<file path="src/rtl/sme_pkg.sv">
// Shared types and defaults for the SME RNG sequencing blocks.
package sme_pkg;

  typedef enum logic [1:0] {RC_WARMUP, RC_SERVE, RC_RESEED} sme_rng_st_t;

  localparam int SME_RESEED_INT_DEF = 1024;
  localparam int SME_WARMUP_DEF     = 16;

  function automatic int sme_max(input int a, input int b);
    return (a > b) ? a : b;
  endfunction

endpackage

</file>
<file path="src/rtl/sme_rr_arb.sv">
// Round-robin arbiter: grants the lowest requesting index above the last
// winner (wrapping); the pointer moves only when a grant is issued.
module sme_rr_arb #(
  parameter int N = 3
) (
  input  logic         clk,
  input  logic         reset,
  input  logic [N-1:0] req,
  output logic [N-1:0] grant
);

  localparam int PW = (N > 1) ? $clog2(N) : 1;

  logic [PW-1:0] ptr_q;
  logic [PW-1:0] win;
  logic          found;

  // Two passes: indices strictly above the pointer first, then the wrap-around.
  always_comb begin
    grant = '0;
    win   = ptr_q;
    found = 1'b0;
    for (int i = 0; i < N; i++) begin
      if (!found && req[i] && (i > int'(ptr_q))) begin
        found    = 1'b1;
        grant[i] = 1'b1;
        win      = PW'(i);
      end
    end
    for (int i = 0; i < N; i++) begin
      if (!found && req[i] && (i <= int'(ptr_q))) begin
        found    = 1'b1;
        grant[i] = 1'b1;
        win      = PW'(i);
      end
    end
  end

  always_ff @(posedge clk) begin
    if (reset) begin
      ptr_q <= PW'(N - 1);
    end else if (found) begin
      ptr_q <= win;
    end
  end

endmodule

</file>
<file path="src/rtl/sme_rng_ctrl.sv">
// Shares the SME RNG bank between NREQ consumers, reseeds it serially and re-diffuses it.
// Build option: SME_RNG_IDLE_STEP_EN makes the bank free-run in SERVE.
//
//  state     | meaning
//  RC_WARMUP | WARMUP bank updates, no grants
//  RC_SERVE  | round-robin grants; a seed offer moves to RESEED
//  RC_RESEED | XLEN cycles shifting the seed into the bank tap, LSB first
module sme_rng_ctrl
  import sme_pkg::*;
#(
  parameter int NREQ       = 3,
  parameter int XLEN       = 32,
  parameter int WARMUP     = SME_WARMUP_DEF,
  parameter int RESEED_INT = SME_RESEED_INT_DEF
) (
  input  logic            g_clk,
  input  logic            g_reset,
  input  logic [NREQ-1:0] req_valid,
  output logic [NREQ-1:0] req_grant,
  input  logic            seed_valid,
  input  logic [XLEN-1:0] seed_data,
  output logic            seed_ready,
  output logic            rng_update,
  output logic            rng_tap,
  output logic            rng_ready,
  output logic            reseed_due
);

  localparam int CW = $clog2(sme_max(WARMUP, XLEN) + 1);
  localparam int GW = $clog2(RESEED_INT + 1);

  localparam logic [CW-1:0] WARM_LAST = CW'(WARMUP - 1);
  localparam logic [CW-1:0] XLEN_LAST = CW'(XLEN - 1);
  localparam logic [GW-1:0] GCNT_MAX  = GW'(RESEED_INT);

  sme_rng_st_t     state_q, state_d;
  logic [CW-1:0]   cnt_q, cnt_d;
  logic [GW-1:0]   gcnt_q;
  logic [XLEN-1:0] seed_q;
  logic            serve_en;
  logic            seed_take;
  logic [NREQ-1:0] arb_req;
  logic [NREQ-1:0] arb_grant;

  assign arb_req = req_valid & {NREQ{serve_en}};

  sme_rr_arb #(.N(NREQ)) u_arb (
    .clk   (g_clk),
    .reset (g_reset),
    .req   (arb_req),
    .grant (arb_grant)
  );

  assign req_grant  = arb_grant;
  assign reseed_due = !g_reset && (gcnt_q == GCNT_MAX);

  // Outputs are forced low while reset is held so the bank is never stepped under reset.
  always_comb begin
    state_d    = state_q;
    cnt_d      = cnt_q;
    seed_ready = 1'b0;
    seed_take  = 1'b0;
    rng_update = 1'b0;
    rng_tap    = 1'b0;
    rng_ready  = 1'b0;
    serve_en   = 1'b0;
    if (!g_reset) begin
      case (state_q)
        RC_WARMUP: begin
          rng_update = 1'b1;
          if (cnt_q == WARM_LAST) begin
            state_d = RC_SERVE;
            cnt_d   = '0;
          end else begin
            cnt_d = cnt_q + 1'b1;
          end
        end
        RC_SERVE: begin
          rng_ready = 1'b1;
          if (seed_valid) begin
            seed_ready = 1'b1;
            seed_take  = 1'b1;
            state_d    = RC_RESEED;
            cnt_d      = '0;
          end else begin
            serve_en = 1'b1;
          end
`ifdef SME_RNG_IDLE_STEP_EN
          rng_update = 1'b1;
`else
          rng_update = |arb_grant;
`endif
        end
        RC_RESEED: begin
          rng_update = 1'b1;
          rng_tap    = seed_q[0];
          if (cnt_q == XLEN_LAST) begin
            state_d = RC_WARMUP;
            cnt_d   = '0;
          end else begin
            cnt_d = cnt_q + 1'b1;
          end
        end
        default: begin
          state_d = RC_WARMUP;
          cnt_d   = '0;
        end
      endcase
    end
  end

  always_ff @(posedge g_clk) begin
    if (g_reset) begin
      state_q <= RC_WARMUP;
      cnt_q   <= '0;
      gcnt_q  <= '0;
      seed_q  <= '0;
    end else begin
      state_q <= state_d;
      cnt_q   <= cnt_d;
      if (seed_take) begin
        seed_q <= seed_data;
        gcnt_q <= '0;
      end else begin
        if (state_q == RC_RESEED) begin
          seed_q <= seed_q >> 1;
        end
        if ((|arb_grant) && (gcnt_q != GCNT_MAX)) begin
          gcnt_q <= gcnt_q + 1'b1;
        end
      end
    end
  end

endmodule

</file>
<file path="config.mk">
export PLATFORM = sky130hd
export DESIGN_NAME = sme_rng_ctrl
export DESIGN_NICKNAME = d
export VERILOG_FILES = /design/src/rtl/sme_pkg.sv /design/src/rtl/sme_rr_arb.sv /design/src/rtl/sme_rng_ctrl.sv
export SDC_FILE = /design/constraint.sdc
export NUM_CORES = 1
export LEC_CHECK = 0
export CELL_PAD_IN_SITES_DETAIL_PLACEMENT = 0
export CELL_PAD_IN_SITES_GLOBAL_PLACEMENT = 1
export CORE_MARGIN = 2
export CORE_UTILIZATION = 34
export CTS_CLUSTER_DIAMETER = 80
export DETAILED_ROUTE_END_ITERATION = 8
export PLACE_DENSITY_LB_ADDON = 0.1
export SKIP_CTS_REPAIR_TIMING = 1
export SYNTH_ARGS = -nofsm -noshare
export SYNTH_HDL_FRONTEND = slang
export SYNTH_SLANG_ARGS = --single-unit
export TNS_END_PERCENT = 1
</file>
<file path="constraint.sdc">
create_clock -name g_clk -period 1.42 [get_ports g_clk]
set_input_delay 0.284 -clock g_clk [delete_from_list [all_inputs] [get_ports g_clk]]
set_output_delay 0.284 -clock g_clk [all_outputs]
set_load 0.005 [all_outputs]
</file>
== Word level (Yosys, flattened, before mapping) ==
Index checks and enable logic that the tools add are counted.
Storage, ports and cells
  flip-flop bits (word level): 53
  bits in read-only memories: 0
  output and inout port bits: 8
  memories kept: 0
  input bits: 38
  memory bits (writable): 0
  bits in latches: 0
  logic and storage cells: 80
Cells by class
  div/mod/pow operators: 0
  reductions and logical operators: 23
  $lt $le $gt $ge: 4
  mux-type cells: 36
  bitwise gates (word level): 1
  equal/unequal tests: 9
  multipliers: 0
  shift operators: 0
  $add $sub $neg: 2
Operators with widths (count)
  32-bit two-way mux: 2
  1-bit two-way mux: 20
  6-bit two-way mux: 3
  6-bit one-hot mux with 3 select lines: 1
  2-bit two-way mux: 8
  11-bit by 1-bit adder with 11-bit output, second input constant: 1
  11-bit equality test, second input constant: 1
  11-bit != test, second input constant: 1
  1-bit logical AND: 10
  6-bit by 1-bit adder with 6-bit output, second input constant: 1
  6-bit by 4-bit equality test with 1-bit output, second input constant: 1
  6-bit by 5-bit equality test with 1-bit output, second input constant: 1
  2-bit != test, second input constant: 3
  2-bit one-hot mux with 3 select lines: 1
  1-bit zero test: 5
  5-bit nonzero test: 1
  2-bit OR reduction: 2
  3-bit AND: 1
  3-bit AND reduction: 1
  3-bit OR reduction: 1
  2-bit by 1-bit equality test with 1-bit output, second input constant: 1
  2-bit equality test, second input constant: 1
  1-bit by 2-bit > comparator with 1-bit output, first input constant: 1
  2-bit > comparator, first input constant: 1
  6 further kinds: 6

== Logic depth before layout (Yosys ltp) ==
  depth after elaboration: 24
  mapped depth: 9
  gate-level depth less buffers: 6

== By module ==
From an unflattened synthesis, not the netlist that was laid out.
Unflattened totals
  cells, all modules: 299
  area, all modules: 2577.5 um^2
By module, submodules not included
  sme_rng_ctrl: times used 1, seq. area each 1021.0 um^2, area each 2444.8 um^2, cells each 282
  sme_rr_arb: times used 1, seq. area each 40.0 um^2, area each 132.6 um^2, cells each 17

== Worst setup path before layout ==
No wires, ideal clock.
  kind: register to register
  from: register state_q[0]
  to: register gcnt_q[0]
  library setup time: 0.116 ns
  clock period less this slack: 1.553 ns
  data required time: 1.304 ns
  stages on the path, launching flop included: 7
  arrival: 1.437 ns
  path buffers: 2
  path slack: -0.133 ns
  cell sequence: dfxtp_1 -> buf_2 -> or4b_1 -> buf_4 -> nor2_4 -> a211oi_1 -> a31o_1
Between the ends
  word-level cells in the longest chain between the ends: 23
  elaborated cells on any way between the ends: 29
  those cells by class: eq/ne: 1; mux: 12; bitwise: 1; reduce/logical: 15
Ends and longest elaborated chain
  start: declaration: RTL line sme_rng_ctrl.sv:36  | sme_rng_st_t state_q, state_d;
  start signal: assignment: RTL line sme_rng_ctrl.sv:119  | state_q <= state_d;
  2-bit by 1-bit equality test with 1-bit output (*): RTL line sme_rng_ctrl.sv:68  | case (state_q)
  1-bit two-way mux: RTL line sme_rng_ctrl.sv:68
  1-bit two-way mux: RTL line sme_rng_ctrl.sv:67  | if (!g_reset) begin
  3-bit AND: RTL line sme_rng_ctrl.sv:45  | assign arb_req = req_valid & {NREQ{serve_en}};
  1-bit logical AND: RTL line sme_rr_arb.sv:24  | if (!found && req[i] && (i > int'(ptr_q))) begin
  1-bit two-way mux: RTL line sme_rr_arb.sv:24
  1-bit zero test: RTL line sme_rr_arb.sv:24
  1-bit logical AND (2 in series): RTL line sme_rr_arb.sv:24
  [... 4 more ...]
  1-bit zero test: RTL line sme_rr_arb.sv:31  | if (!found && req[i] && (i <= int'(ptr_q))) begin
  1-bit logical AND (2 in series): RTL line sme_rr_arb.sv:31
  1-bit two-way mux: RTL line sme_rr_arb.sv:31
  1-bit zero test: RTL line sme_rr_arb.sv:31
  1-bit logical AND (2 in series): RTL line sme_rr_arb.sv:31
  1-bit two-way mux: RTL line sme_rr_arb.sv:31
  3-bit OR reduction: RTL line sme_rng_ctrl.sv:128  | if ((|arb_grant) && (gcnt_q != GCNT_MAX)) begin
  1-bit logical AND: RTL line sme_rng_ctrl.sv:128
  end signal: assignment: RTL line sme_rng_ctrl.sv:129  | gcnt_q <= gcnt_q + 1'b1;
  end: declaration: RTL line sme_rng_ctrl.sv:38  | logic [GW-1:0] gcnt_q;
Every way passes the cells marked *; elsewhere a longest branch is shown, timed or not.
A chain may end at the register's enable or synchronous reset.

== Final worst setup path ==
  from: register state_q[1]
  to: output rng_update
Between the ends
  word-level cells in the longest chain between the ends: 24
  elaborated cells on any way between the ends: 30
  those cells by class: eq/ne: 2; mux: 12; bitwise: 1; reduce/logical: 15
Ends and longest elaborated chain
  2-bit by 1-bit equality test with 1-bit output: RTL line sme_rng_ctrl.sv:68
  1-bit two-way mux: RTL line sme_rng_ctrl.sv:68
  1-bit two-way mux: RTL line sme_rng_ctrl.sv:67
  3-bit AND: RTL line sme_rng_ctrl.sv:45
  1-bit logical AND: RTL line sme_rr_arb.sv:24
  1-bit two-way mux: RTL line sme_rr_arb.sv:24
  1-bit zero test: RTL line sme_rr_arb.sv:24
  1-bit logical AND (2 in series): RTL line sme_rr_arb.sv:24
  [... 5 more ...]
  1-bit logical AND (2 in series): RTL line sme_rr_arb.sv:31
  1-bit two-way mux: RTL line sme_rr_arb.sv:31
  1-bit zero test: RTL line sme_rr_arb.sv:31
  1-bit logical AND (2 in series): RTL line sme_rr_arb.sv:31
  1-bit two-way mux: RTL line sme_rr_arb.sv:31
  3-bit OR reduction: RTL line sme_rng_ctrl.sv:91  | rng_update = |arb_grant;
  1-bit one-hot mux with 2 select lines (*): RTL line sme_rng_ctrl.sv:68
  1-bit two-way mux (*): RTL line sme_rng_ctrl.sv:67
  end: declaration: RTL line sme_rng_ctrl.sv:23  | output logic rng_update,
Marks and branches as above.

==> flow_metrics.tcl <==
set metrics [dict create \
    avgRoutedWirePerCell_um 13.0 \
    ys.warnings.count 0 \
    first_global_vias 2212 \
    drtPass1Iterations 4 \
    synth_edf_count 0 \
    place.detailed.hpwl_um 4280 \
    synthArstFlopShare 0 \
    synth.avg_cell_area_um2 8.43 \
    worst-path-stages 3 \
    nNetsFinal 421 \
    rsz0062_at_grt "yes" \
    clock-root-buffer "sky130_fd_sc_hd__clkbuf_8" \
    globalRouteOverflowTotal 0 \
    run_status "complete, but fails checks" \
    post-route-util 0.521 \
    timing.setup.tns_ns -4.71 \
    grt_antenna_before_repair 0 \
    netlist_area_pre_place_um2 2400 \
    flow.area_growth_from_synthesis_pct 48.1 \
    worstSetupPathType "reg2out" \
    worst_ep_arrival_time_ns 1.45 \
    synth-main-ff-cell "sky130_fd_sc_hd__dfxtp_1" \
    post_dp_cell_area_um2 3310 \
    core_um2 6830 \
    ioPinCount 46 \
    synthesized_net_count 326 \
    final-setup-viol-count 45 \
    clock_tree.htree_level_count 2 \
    critPathSlowestCell "sky130_fd_sc_hd__or4b_4" \
    cts.clk_slew.worst_paths_ns 0.09 \
    layout_commonest_cell "sky130_fd_sc_hd__buf_4" \
    std_cell_rows 30 \
    shortest_period_the_worst_path_allows_ns 1.74 \
    wirelength_um 6200 \
    worstPathMaxFanout 6 \
    period_share 1.22 \
    final_cell_mix "56 x sky130_fd_sc_hd__buf_4, 49 x sky130_fd_sc_hd__dfxtp_1, 44 x sky130_fd_sc_hd__nand2_1" \
    endpoint_kind "output pin" \
    max-cap-violations 0 \
    drtIter0Drc 59 \
    finalWorstSetupSlack_ns -0.316 \
    synth.yosys.seq_area_share 0.441 \
    design_area_um2 3560 \
    timing.slew.headroom 0.745 \
    synth_cell_types 47 \
    final_layout_size_suffix_gt1_frac 0.268 \
    fin_worst_hold_slack_ns 0.457 \
    timing.final.max_slew_violations 0 \
    power_leakage_nw 1.39 \
    vdd_drop_max_mv 0.415 \
    dp.cells 462 \
    antenna-diode-count 0 \
    remaining_drc_errors 0 \
    port_buffers 45 \
    cp_slowest_stage_delay_ns 0.52 \
    failed_checks "negative setup slack" \
    cts_tree "yes" \
    design.die.area_um2 7760 \
    tightest_slew_ns 0.382 \
    finalWeightedCongestion 0.793 \
    r2r.worst_path.cells 6 \
    crit_buf_inv 1 \
    max_freq_mhz 576 \
    starting_density_of_the_core 0.352 \
    dieWidth_um 88.1 \
    worstHoldPathCells 2 \
    global_route_wire_length_before_repair_um 9990 \
    p_per_area_nw_per_um2 733 \
    vias_per_cell 4.99 \
    ant_nets 0 \
    crit_chain "or4b_4 > o21ai_2 > clkbuf_2" \
    cts-root-to-sink-buffers 2 \
    cts.sink_count 53 \
    insertion_delay_ns 0.31 \
    hp-class "reg2reg" \
    worst_setup_path_start_kind "flip-flop" \
    clock-skew-final_ns 0.00864 \
    total_via_count_after_detailed_routing 2380 \
    grt_util_all_layers 0.161 \
    cpLargestDelayFamily "simple AND/OR/NAND/NOR gates" \
    critPathRequiredTime_ns 1.14 \
    syn_inst 285 \
    post_layout_cell_count 477 \
    flip_flop_and_latch_count_after_synthesis 53 \
    die_span_in_y_um 88.1 \
    final_hold_viol_count 0 \
    cts-buffers-inserted 5 \
    grt_start_max_net_pins 30 \
]
[final timing paths]
kind	start	to	slack, ns
min	seed_q[27]	seed_q[27]	0.46
max	state_q[1]	rng_update	-0.32
min reg2reg	seed_q[27]	seed_q[27]	0.46
max reg2reg	state_q[1]	gcnt_q[10]	-0.26
[worst reg2reg max path: cells and delay by family, from the launching register on]
kind                   cells  cell delay (ns)
and+or+nand+nor            4             0.92
buffers and inverters      2             0.33
DFF                        1             0.38
[per-layer routing]
layer | share of wire | track usage | vias to the layer above
li1 | - | - | 1224
met3 | 0.038 | 0.0320 | 5
met2 | 0.48 | 0.271 | 41
met5 | 0 | 0 | -
met4 | 0.011 | 0.0413 | 0
met1 | 0.47 | 0.213 | 1110
[state kept, by name, summed over array words and instances, names as in the netlist]
register	cells
cnt_q	6
gcnt_q	11
seed_q	32
state_q	2
u_arb.ptr_q	2
[kinds of logic after synthesis]
| kind of cell | count (synthesis) | share of synthesized area |
|---|---|---|
| xor+xnor | 6 | 0.0219 |
| compound gates | 90 | 0.238 |
| flops | 53 | 0.441 |
| simple gates | 104 | 0.219 |
| buf+inv | 25 | 0.0479 |
| fa+ha+maj | 3 | 0.0156 |
| mux | 4 | 0.0167 |
[power by group]
| group | total (mW) | switching, mW | leakage (nW) | internal [mW] |
|---|---|---|---|---|
| clock | 0.883 | 0.526 | 0.0447 | 0.357 |
| sequential | 1.50 | 0.00479 | 0.430 | 1.49 |
| combinational | 0.230 | 0.0857 | 0.917 | 0.144 |
| total | 2.61 | 0.616 | 1.39 | 1.99 |
[Yosys cell counts (all sizes together), types with 3 or more instances]
master,n,share of area
o21ai,13,0.027
nor3,3,0.0083
a21oi,32,0.067
clkbuf,7,0.011
ha,3,0.016
and3,5,0.013
inv,7,0.011
buf,11,0.026
nand4,4,0.013
a211oi,3,0.0094
nor2b,3,0.0078
or3,4,0.010
nor2,21,0.036
nand2,45,0.070
mux2i,4,0.017
dfxtp,53,0.44
xor2,5,0.018
nand3,9,0.019
a22oi,29,0.091
[layout make-up]
cell class | instances | area [um2]
inverters | 7 | 26.3
fillers | 696 | 3270
well taps | 96 | 120
repair buffers | 105 | 905
clock buffers | 5 | 68.8
flip-flops and latches | 53 | 1070
multi-input cells | 208 | 1350
clock inverters | 3 | 25.0
[metrics by stage]
stage	setup slack, ns	total power [mW]
3_3_place_gp	-0.958	1.76
4_1_cts	-0.861	2.65
2_1_floorplan	-0.0766	1.58
3_5_place_dp	-0.944	1.76
6_report	-0.316	2.61
5_1_grt	-0.406	2.72
Note: power is estimated with default switching activity, not from simulation.
